**src/rtl/reorder_buffer.sv**
```systemverilog
// rtl/reorder_buffer.sv - in-order commit reorder buffer with CDB completion and flush
// Retires at most one done instruction per cycle from head; flush empties the buffer.
module reorder_buffer #(
  parameter int ROB_DEPTH = 16,
  parameter int TAG_W     = $clog2(ROB_DEPTH),
  parameter int PHY_REG_W = 6,
  parameter int NUM_CDB   = 2
) (
  input  logic                     clk,
  input  logic                     reset,
  input  logic                     alloc_valid,
  input  logic                     alloc_has_write,
  input  logic [PHY_REG_W-1:0]     alloc_phy_dst,
  input  logic                     alloc_is_branch,
  output logic                     alloc_ready,
  output logic [TAG_W-1:0]         alloc_tag,
  input  logic [NUM_CDB-1:0]       cdb_valid,
  input  logic [NUM_CDB*TAG_W-1:0] cdb_rob_tag,
  input  logic [NUM_CDB-1:0]       cdb_branch_taken,
  input  logic                     flush,
  output logic                     commit_valid,
  output logic                     commit_with_write,
  output logic [PHY_REG_W-1:0]     commited_wr_register,
  output logic                     is_branch_op,
  output logic                     branch_taken,
  output logic [TAG_W:0]           rob_count
);

  localparam logic [TAG_W:0] FULL_COUNT = (TAG_W+1)'(ROB_DEPTH);

  logic [ROB_DEPTH-1:0] valid_q, done_q, has_write_q, is_branch_q, taken_q;
  logic [PHY_REG_W-1:0] phy_dst_q [ROB_DEPTH];
  logic [TAG_W:0]       head_q, head_d, tail_q, tail_d, count_q, count_d;
  logic [TAG_W-1:0]     head_idx, tail_idx;
  logic                 do_alloc, do_commit;

  assign head_idx    = head_q[TAG_W-1:0];
  assign tail_idx    = tail_q[TAG_W-1:0];
  assign alloc_ready = (count_q != FULL_COUNT);
  assign alloc_tag   = tail_idx;
  assign rob_count   = count_q;
  assign do_alloc    = alloc_valid & alloc_ready;
  assign do_commit   = valid_q[head_idx] & done_q[head_idx];

  // Pointers carry a wrap bit, so plain increment wraps modulo 2*ROB_DEPTH.
  always_comb begin
    head_d  = head_q + {{TAG_W{1'b0}}, do_commit};
    tail_d  = tail_q + {{TAG_W{1'b0}}, do_alloc};
    count_d = count_q;
    if (do_alloc && !do_commit) begin
      count_d = count_q + {{TAG_W{1'b0}}, 1'b1};
    end else if (!do_alloc && do_commit) begin
      count_d = count_q - {{TAG_W{1'b0}}, 1'b1};
    end
  end

  always_ff @(posedge clk) begin
    if (!reset || flush) begin
      valid_q              <= '0;
      done_q               <= '0;
      head_q               <= '0;
      tail_q               <= '0;
      count_q              <= '0;
      commit_valid         <= 1'b0;
      commit_with_write    <= 1'b0;
      commited_wr_register <= '0;
      is_branch_op         <= 1'b0;
      branch_taken         <= 1'b0;
    end else begin
      // Ascending port order lets the higher-numbered port win on a tag collision.
      for (int p = 0; p < NUM_CDB; p++) begin
        if (cdb_valid[p] && valid_q[cdb_rob_tag[p*TAG_W +: TAG_W]]) begin
          done_q[cdb_rob_tag[p*TAG_W +: TAG_W]]  <= 1'b1;
          taken_q[cdb_rob_tag[p*TAG_W +: TAG_W]] <= cdb_branch_taken[p];
        end
      end

      commit_valid         <= do_commit;
      commit_with_write    <= do_commit & has_write_q[head_idx];
      commited_wr_register <= (do_commit && has_write_q[head_idx]) ? phy_dst_q[head_idx] : '0;
      is_branch_op         <= do_commit & is_branch_q[head_idx];
      branch_taken         <= do_commit & is_branch_q[head_idx] & taken_q[head_idx];

      if (do_commit) begin
        valid_q[head_idx] <= 1'b0;
      end

      if (do_alloc) begin
        valid_q[tail_idx]     <= 1'b1;
        done_q[tail_idx]      <= 1'b0;
        has_write_q[tail_idx] <= alloc_has_write;
        phy_dst_q[tail_idx]   <= alloc_phy_dst;
        is_branch_q[tail_idx] <= alloc_is_branch;
        taken_q[tail_idx]     <= 1'b0;
      end

      head_q  <= head_d;
      tail_q  <= tail_d;
      count_q <= count_d;
    end
  end

endmodule

```
**config.mk**
```make
export PLATFORM = sky130hd
export DESIGN_NAME = reorder_buffer
export DESIGN_NICKNAME = d
export VERILOG_FILES = /design/src/rtl/reorder_buffer.sv
export SDC_FILE = /design/constraint.sdc
export NUM_CORES = 1
export LEC_CHECK = 0
export BUFFER_PORTS_ARGS = -buffer_cell sky130_fd_sc_hd__buf_2
export CAP_MARGIN = 20
export CORE_AREA = 3 3 148 150
export DETAILED_ROUTE_END_ITERATION = 8
export DIE_AREA = 0 0 151 153
export PLACE_DENSITY = 0.63
export SLEW_MARGIN = 20
export SYNTH_ARGS = -nofsm -noshare
export SYNTH_HDL_FRONTEND = slang
export SYNTH_SLANG_ARGS = --single-unit
```
**constraint.sdc**
```tcl
create_clock -name clk -period 2.7 [get_ports clk]
set_input_delay 0.135 -clock clk [delete_from_list [all_inputs] [get_ports clk]]
set_output_delay 0.135 -clock clk [all_outputs]
set_load 0.01 [all_outputs]
```
======== After elaboration in Yosys (flattened, before gate mapping) ========
Memories as Yosys holds them, arrays and structs flattened. A register that Yosys moved wholly into a read port is not among the register bits.
Cells that the tools add are included.
storage, ports and cells
  bits in read-only memories .............. 0
  output and inout bits ................... 20
  memories ................................ 1
  flip-flop bits (word level) ............. 99
  bits in latches ......................... 0
  input bits .............................. 24
  bits in writable memories ............... 96
  logic and storage cells ................. 101
memories
  memory     words  bits a word  read ports  clocked after memory_dff  wr ports  RTL line  RTL
  phy_dst_q  16     6            1           1                         1         32        logic [PHY_REG_W-1:0] phy_dst_q [ROB_DEPTH];
cells by class
  add/subtract/negate cells ............... 4
  shift-type cells ........................ 0
  divide/modulo/power cells ............... 0
  magnitude comparators ................... 8
  $mul .................................... 0
  reductions and logical operators ........ 16
  equal/unequal tests ..................... 1
  multiplexer cells ....................... 44
  bitwise operators ....................... 15
operators by type and width
  operator             number
  $mux 16              13
  $bwmux 16            4
  $and 16x16->16       3
  $or 16x16->16        3
  $not 16->16          2
  $bmux 1 s4           7
  $lt 4x5->1 const B   4
  $demux 1 s4          4
  $ge 4x1->1 const B   4
  $mux 1               14
  $add 5x1->5          2
  $mux 5               2
  $logic_and 1x1->1    9
  $add 5x1->5 const B  1
  $and 1x1->1          5
  $ne 5x5->1 const B   1
  $sub 5x1->5 const B  1
  $logic_not 1->1      3
  $not 1->1            2
  $reduce_and 2->1     1
  $reduce_bool 2->1    1
  $reduce_or 2->1      1
  $logic_or 1x1->1     1

======== Longest topological paths before layout ========
  depth in word-level cells ............... 12
  mapped depth ............................ 14
  mapped depth without buffers ............ 12

======== Worst setup path after synthesis ========
OpenSTA, ideal clock, no wires.
  kind .................................... reg-to-reg
  from .................................... register head_q[0]
  to ...................................... register count_q[4] (netlist: rob_count[4])
  path slack .............................. -0.282 ns
  buffers on the path ..................... 2
  data required time ...................... 2.630 ns
  library setup time ...................... 0.070 ns
  clock period less this slack ............ 2.982 ns
  stages on the path, launching flop included .. 15
  data arrival time ....................... 2.911 ns
  cells stage by stage .................... dfxtp_1 -> buf_6 -> buf_6 -> and4b_1 -> a311oi_1 -> a32oi_1 -> o211ai_1 -> ha_1 -> inv_1 -> fa_1 -> a21o_1 -> a21oi_1 -> xnor2_1 -> or3_1 -> a21oi_1
on the way
  word-level cells in the longest chain between the ends .. 6
  elaborated cells on any way between the ends .. 10
  classes of those cells .................. mux (5); bitwise (1); reduce/logical (4)
RTL lines
  item                                         RTL line  RTL
  from (decl)                                  33        logic [TAG_W:0] head_q, head_d, tail_q, tail_d, count_q, count_d;
  from (signal assigned)                       61        head_q <= '0;
  from (signal assigned)                       97        head_q <= head_d;
  $bmux 1 s4                                   43        assign do_commit = valid_q[head_idx] & done_q[head_idx];
  $mux 1 (implied by the code)                 43
  $and 1x1->1 (*)                              43
  $logic_not 1->1                              50        if (do_alloc && !do_commit) begin
  $logic_and 1x1->1                            50
  $mux 5 or $reduce_bool 2->1 (tied branches)  -
  to (signal assigned)                         99        count_q <= count_d;
  to (decl)                                    33
Mark *: on every way between the ends. The rest lies on a longest branch, timed or not. The select of a mux whose other input is x is not followed.
A chain may end at the register's enable or synchronous reset.

======== Worst setup path in the final report ========
  from .................................... register head_q[3]
  to ...................................... register count_q[4] (netlist: rob_count[4])
The elaborated chain is that of the path after synthesis.

==> metrics.md <==
| Metric | Value |
|---|---|
| Mapped Area | 0.00866 mm^2 |
| Multiplexer share of the synthesized area | approximately 14% |
| Worst slew pin tran | just under 700 ps |
| Setup violators final | 1 |
| Antenna-violating nets left | 0 |
| Slew HR | between 50% and 60% |
| Largest area contributor in the netlist | edfxtp_1 |
| Clock skew | between 20 and 25 ps |
| Synth Area in Simple Gates | approximately an eighth |
| Mapped Avg Cell Area | between 10 and 15 um^2 |
| Crit Path Max Fanout | 4 |
| Crit. Startpoint | head_q[3] |
| DP Wirelength | roughly 15000 um |
| FF+latch count, synth | around 200 |
| Synth Area in Adders | 1.39% |
| Crit start category | flip-flop |
| Final Hold Fails | 0 |
| Max capacitance violation total | 0 |
| Hold_buf cts | 0 |
| Total track usage | 20.2% |
| Final wirelength | 22800 um |
| Leakage | 0.00351 uW |
| Finished Core Util | 49.5% |
| Worst EP required | between 3000 and 4000 ps |
| Clk slew on worst S/H paths | ~100 ps |
| Slowest stage cell, crit path | dfxtp_4 |
| Sequential area share after synthesis | 62.7% |
| Period utilisation layout | 104% |
| Via count | 5861 |
| Largest cells by area after synthesis | edfxtp_1 (50%), mux4_2 (13%), dfxtp_1 (13%), nand2_1 (2.6%), nor2_1 (2.5%) |
| Crit-path cells | nor2b_1 -> buf_4 -> nand3_1 -> nand2_1 -> o211ai_1 -> buf_4 -> ha_4 -> inv_4 -> fa_2 -> a21o_1 -> a21oi_2 -> xnor2_1 -> or3_1 -> a21oi_1 |
| Clock tree sinks | a little under 200 |
| Core ar. | between 0.02 and 0.025 mm^2 |
| Via/cell ratio | between 5 and 6 |
| Violated checks | negative setup slack |
| Reg-to-Reg Start | head_q[3] |
| Dpl cells | 965 |
| Filler cell count | about 1800 |
| Worst setup path end | rob_count[4] |
| Detailed Route Iter0 Violations | ~700 |
| Wire per inst | around 23 um |
| IO Count | 44 |
| Grt ovf | 0 |
| RD Place Congestion | slightly below 1 |
| Antenna violations before repair | 0 |
| Post-synthesis compound-gate area fraction | under 10% |
| Post-synth EDFFs | 144 |
| Fin worst setup slack | -96.5 ps |
| Top cells by count, synth | edfxtp_1 (144), nand2_1 (59), nor2_1 (58) |
| CTS Root Cell | clkbuf_16 |
| Most frequent CP cell | buf_4 |
| CP max stage delay | approximately 370 ps |
| Post-Synthesis Cells | ~600 |
| VDD IR max | roughly 0.0004 V |
| Reg2Reg Setup Slack | -100 ps |
| Setup TNS | -96.5 ps |
| Worst EP arrival | approximately 3200 ps |
| First-pass GRT wire length | 34700 um |
| Share of the synthesized area in the top cell type | approximately half |
| Finished Layout Cells | 1000 |
| Setup crit end kind | flip-flop |
| Most common flop cell mapped by yosys | edfxtp_1 |
| Die area | about 0.023 mm^2 |
| Most numerous cell in the Yosys netlist | edfxtp_1 |
| Die H | ~150 um |
| Clk_lat worst skew | approximately 450 ps |
| Worst R2R End | rob_count[4] |
| CTS H-tree lvls | 4 |
| Inserted Clock Buffers | 17 |
| CTS tree | done |
| Initial Util | around two fifths |
| Layout Nets | between 700 and 800 |
| Synth Area in XOR/XNOR | less than 1% |
| Status | complete, but fails checks |
| Distinct cells, synth | 49 |
| Area Overhead vs Synth | 19.1% |
| Largest family of logic cells by synthesized area | multiplexers |
| Clock Path Buffers | 2 |
| Fraction of registers with async set/reset | 0% |
| Initial DRT Pass Iterations | 6 |
| YS warnings | 0 |
| Mapped Nets | ~650 |
| RSZ-0062 raised after global routing | true |
| Critical path class | reg -> reg |
| Fmax achieved | 358 MHz |
| PwrDens | around 610 mW/mm^2 |
| Reg2reg path depth | 14 |
| Post-layout min period | about 2800 ps |
| Worst min path class | in -> reg |
| Die width | roughly 150 um |
| Largest net degree at the start of global routing | 49 |
| DRC viols | 0 |
| Layout cells sized above 1 | between 20% and 30% |
| Antenna cells | 0 |
| Hold WS | approximately 53 ps |
| Vias in the first global route | 5751 |
| Place WS | -163 ps |
| Row cnt | 53 |
| Fin. max-slew vios | 0 |
| Port bufs | 43 |
==> metrics by stage <==
stage / instance area [um^2] / total power (uW)
finish: 10300 / 6290
global route: 10300 / 6480
CTS: 10300 / 6320
detailed placement: 9560 / 3610
global placement: 9560 / 3590
floorplan: 8680 / 3500
==> power by group <==
| part | switching [uW] | internal [uW] |
|---|---|---|
| Clock | 1410 | 1330 |
| Combinational | 150 | 98.1 |
| Sequential | 16.6 | 3290 |
==> layout by cell type (no fill, tap or decap), types with 2 or more instances in the layout <==
master	n
nand2_1	59
xnor2_1	5
a221oi_1	6
clkbuf_16	17
nand4_1	8
nor2_1	58
a21o_1	2
o21ai_0	18
mux2i_1	7
nand3_1	25
dfxtp_2	3
inv_1	6
ha_1	5
ha_4	3
nor2b_1	14
nand3b_1	2
dfxtp_1	51
and2_1	9
mux4_2	50
o21ai_1	3
a21oi_2	2
and3_1	5
buf_6	3
a31oi_1	5
clkinv_8	5
edfxtp_1	144
a22oi_1	3
o211a_1	6
nor3b_1	8
buf_2	43
buf_4	63
a21oi_1	29
nand2b_1	3
a221o_1	6
inv_6	2
inv_12	7
and3b_1	8
xor2_1	3
nand4b_1	2
a211oi_1	6
==> worst max-delay path: cells and delay by family, from the launching register on <==
family                     cells  cell delay (ps)
AOI/OAI and AO/OA              4              730
xor gates and xnor gates       1               80
adders and majority gates      2              510
buffers and inverters          3              410
DFF                            1              370
and+or+nand+nor                4              620
==> layout make-up <==
| cell class | instances | area [um^2] | area share (%) |
|---|---|---|---|
| Inverter | 8 | 32.5 | 0.316 |
| Clock buffer | 17 | 425 | 4.13 |
| Timing Repair Buffer | 110 | 742 | 7.20 |
| Tap cell | 275 | 344 | 3.34 |
| Multi-Input combinational cell | 376 | 3100 | 30.1 |
| Sequential cell | 199 | 5430 | 52.7 |
| Clock inverter | 15 | 233 | 2.26 |
==> state kept, by name, indices dropped and copies added, names as in the netlist, 5 cells and up <==
name / cells
phy_dst_q: 96
done_q: 16
has_write_q: 16
is_branch_q: 16
taken_q: 16
valid_q: 16
commited_wr_register: 6
rob_count: 5
==> cell families (layout without fill, tap and decap cells) <==
family,after synthesis,count (layout)
AND/OR/NAND/NOR,207,207
flip-flops,199,199
AO/OA/AOI/OAI,95,95
multiplexers,57,57
buffers and inverters,41,150
adder cells (fa/ha/maj),9,9
XOR/XNOR,8,8
==> metal layers <==
| layer | GRT usage, % | up-vias | wire (um) |
|---|---|---|---|
| li1 | - | 2577 | - |
| met2 | 32.2 | 303 | 11100 |
| met1 | 27.5 | 2919 | 9120 |
| met5 | 0 | - | 0 |
| met3 | 4.27 | 62 | 1800 |
| met4 | 7.21 | 0 | 758 |
==> how the worst min path moves through the flow <==
| stage | start | end | slack (ps) | cells after the start |
|---|---|---|---|---|
| finish | alloc_phy_dst[3] | phy_dst_q[14][3] | 50 | 1 |
| floorplan | alloc_has_write | has_write_q[0] | 230 | 0 |
| global placement | done_q[11] | done_q[11] | 480 | 2 |
| CTS | alloc_phy_dst[3] | phy_dst_q[14][3] | 40 | 1 |
| global route | alloc_phy_dst[4] | phy_dst_q[4][4] | 50 | 1 |
| detailed placement | done_q[8] | done_q[8] | 480 | 2 |
==> repair_timing <==
action                     in CTS  in global routing
setup endpoints to repair       2                  3
gates resized for setup         7                  8
pin swaps                       9                 13
gates cloned                    0                  0
setup buffers                   2                  1
No activity file was read; power rests on OpenSTA's default activity.
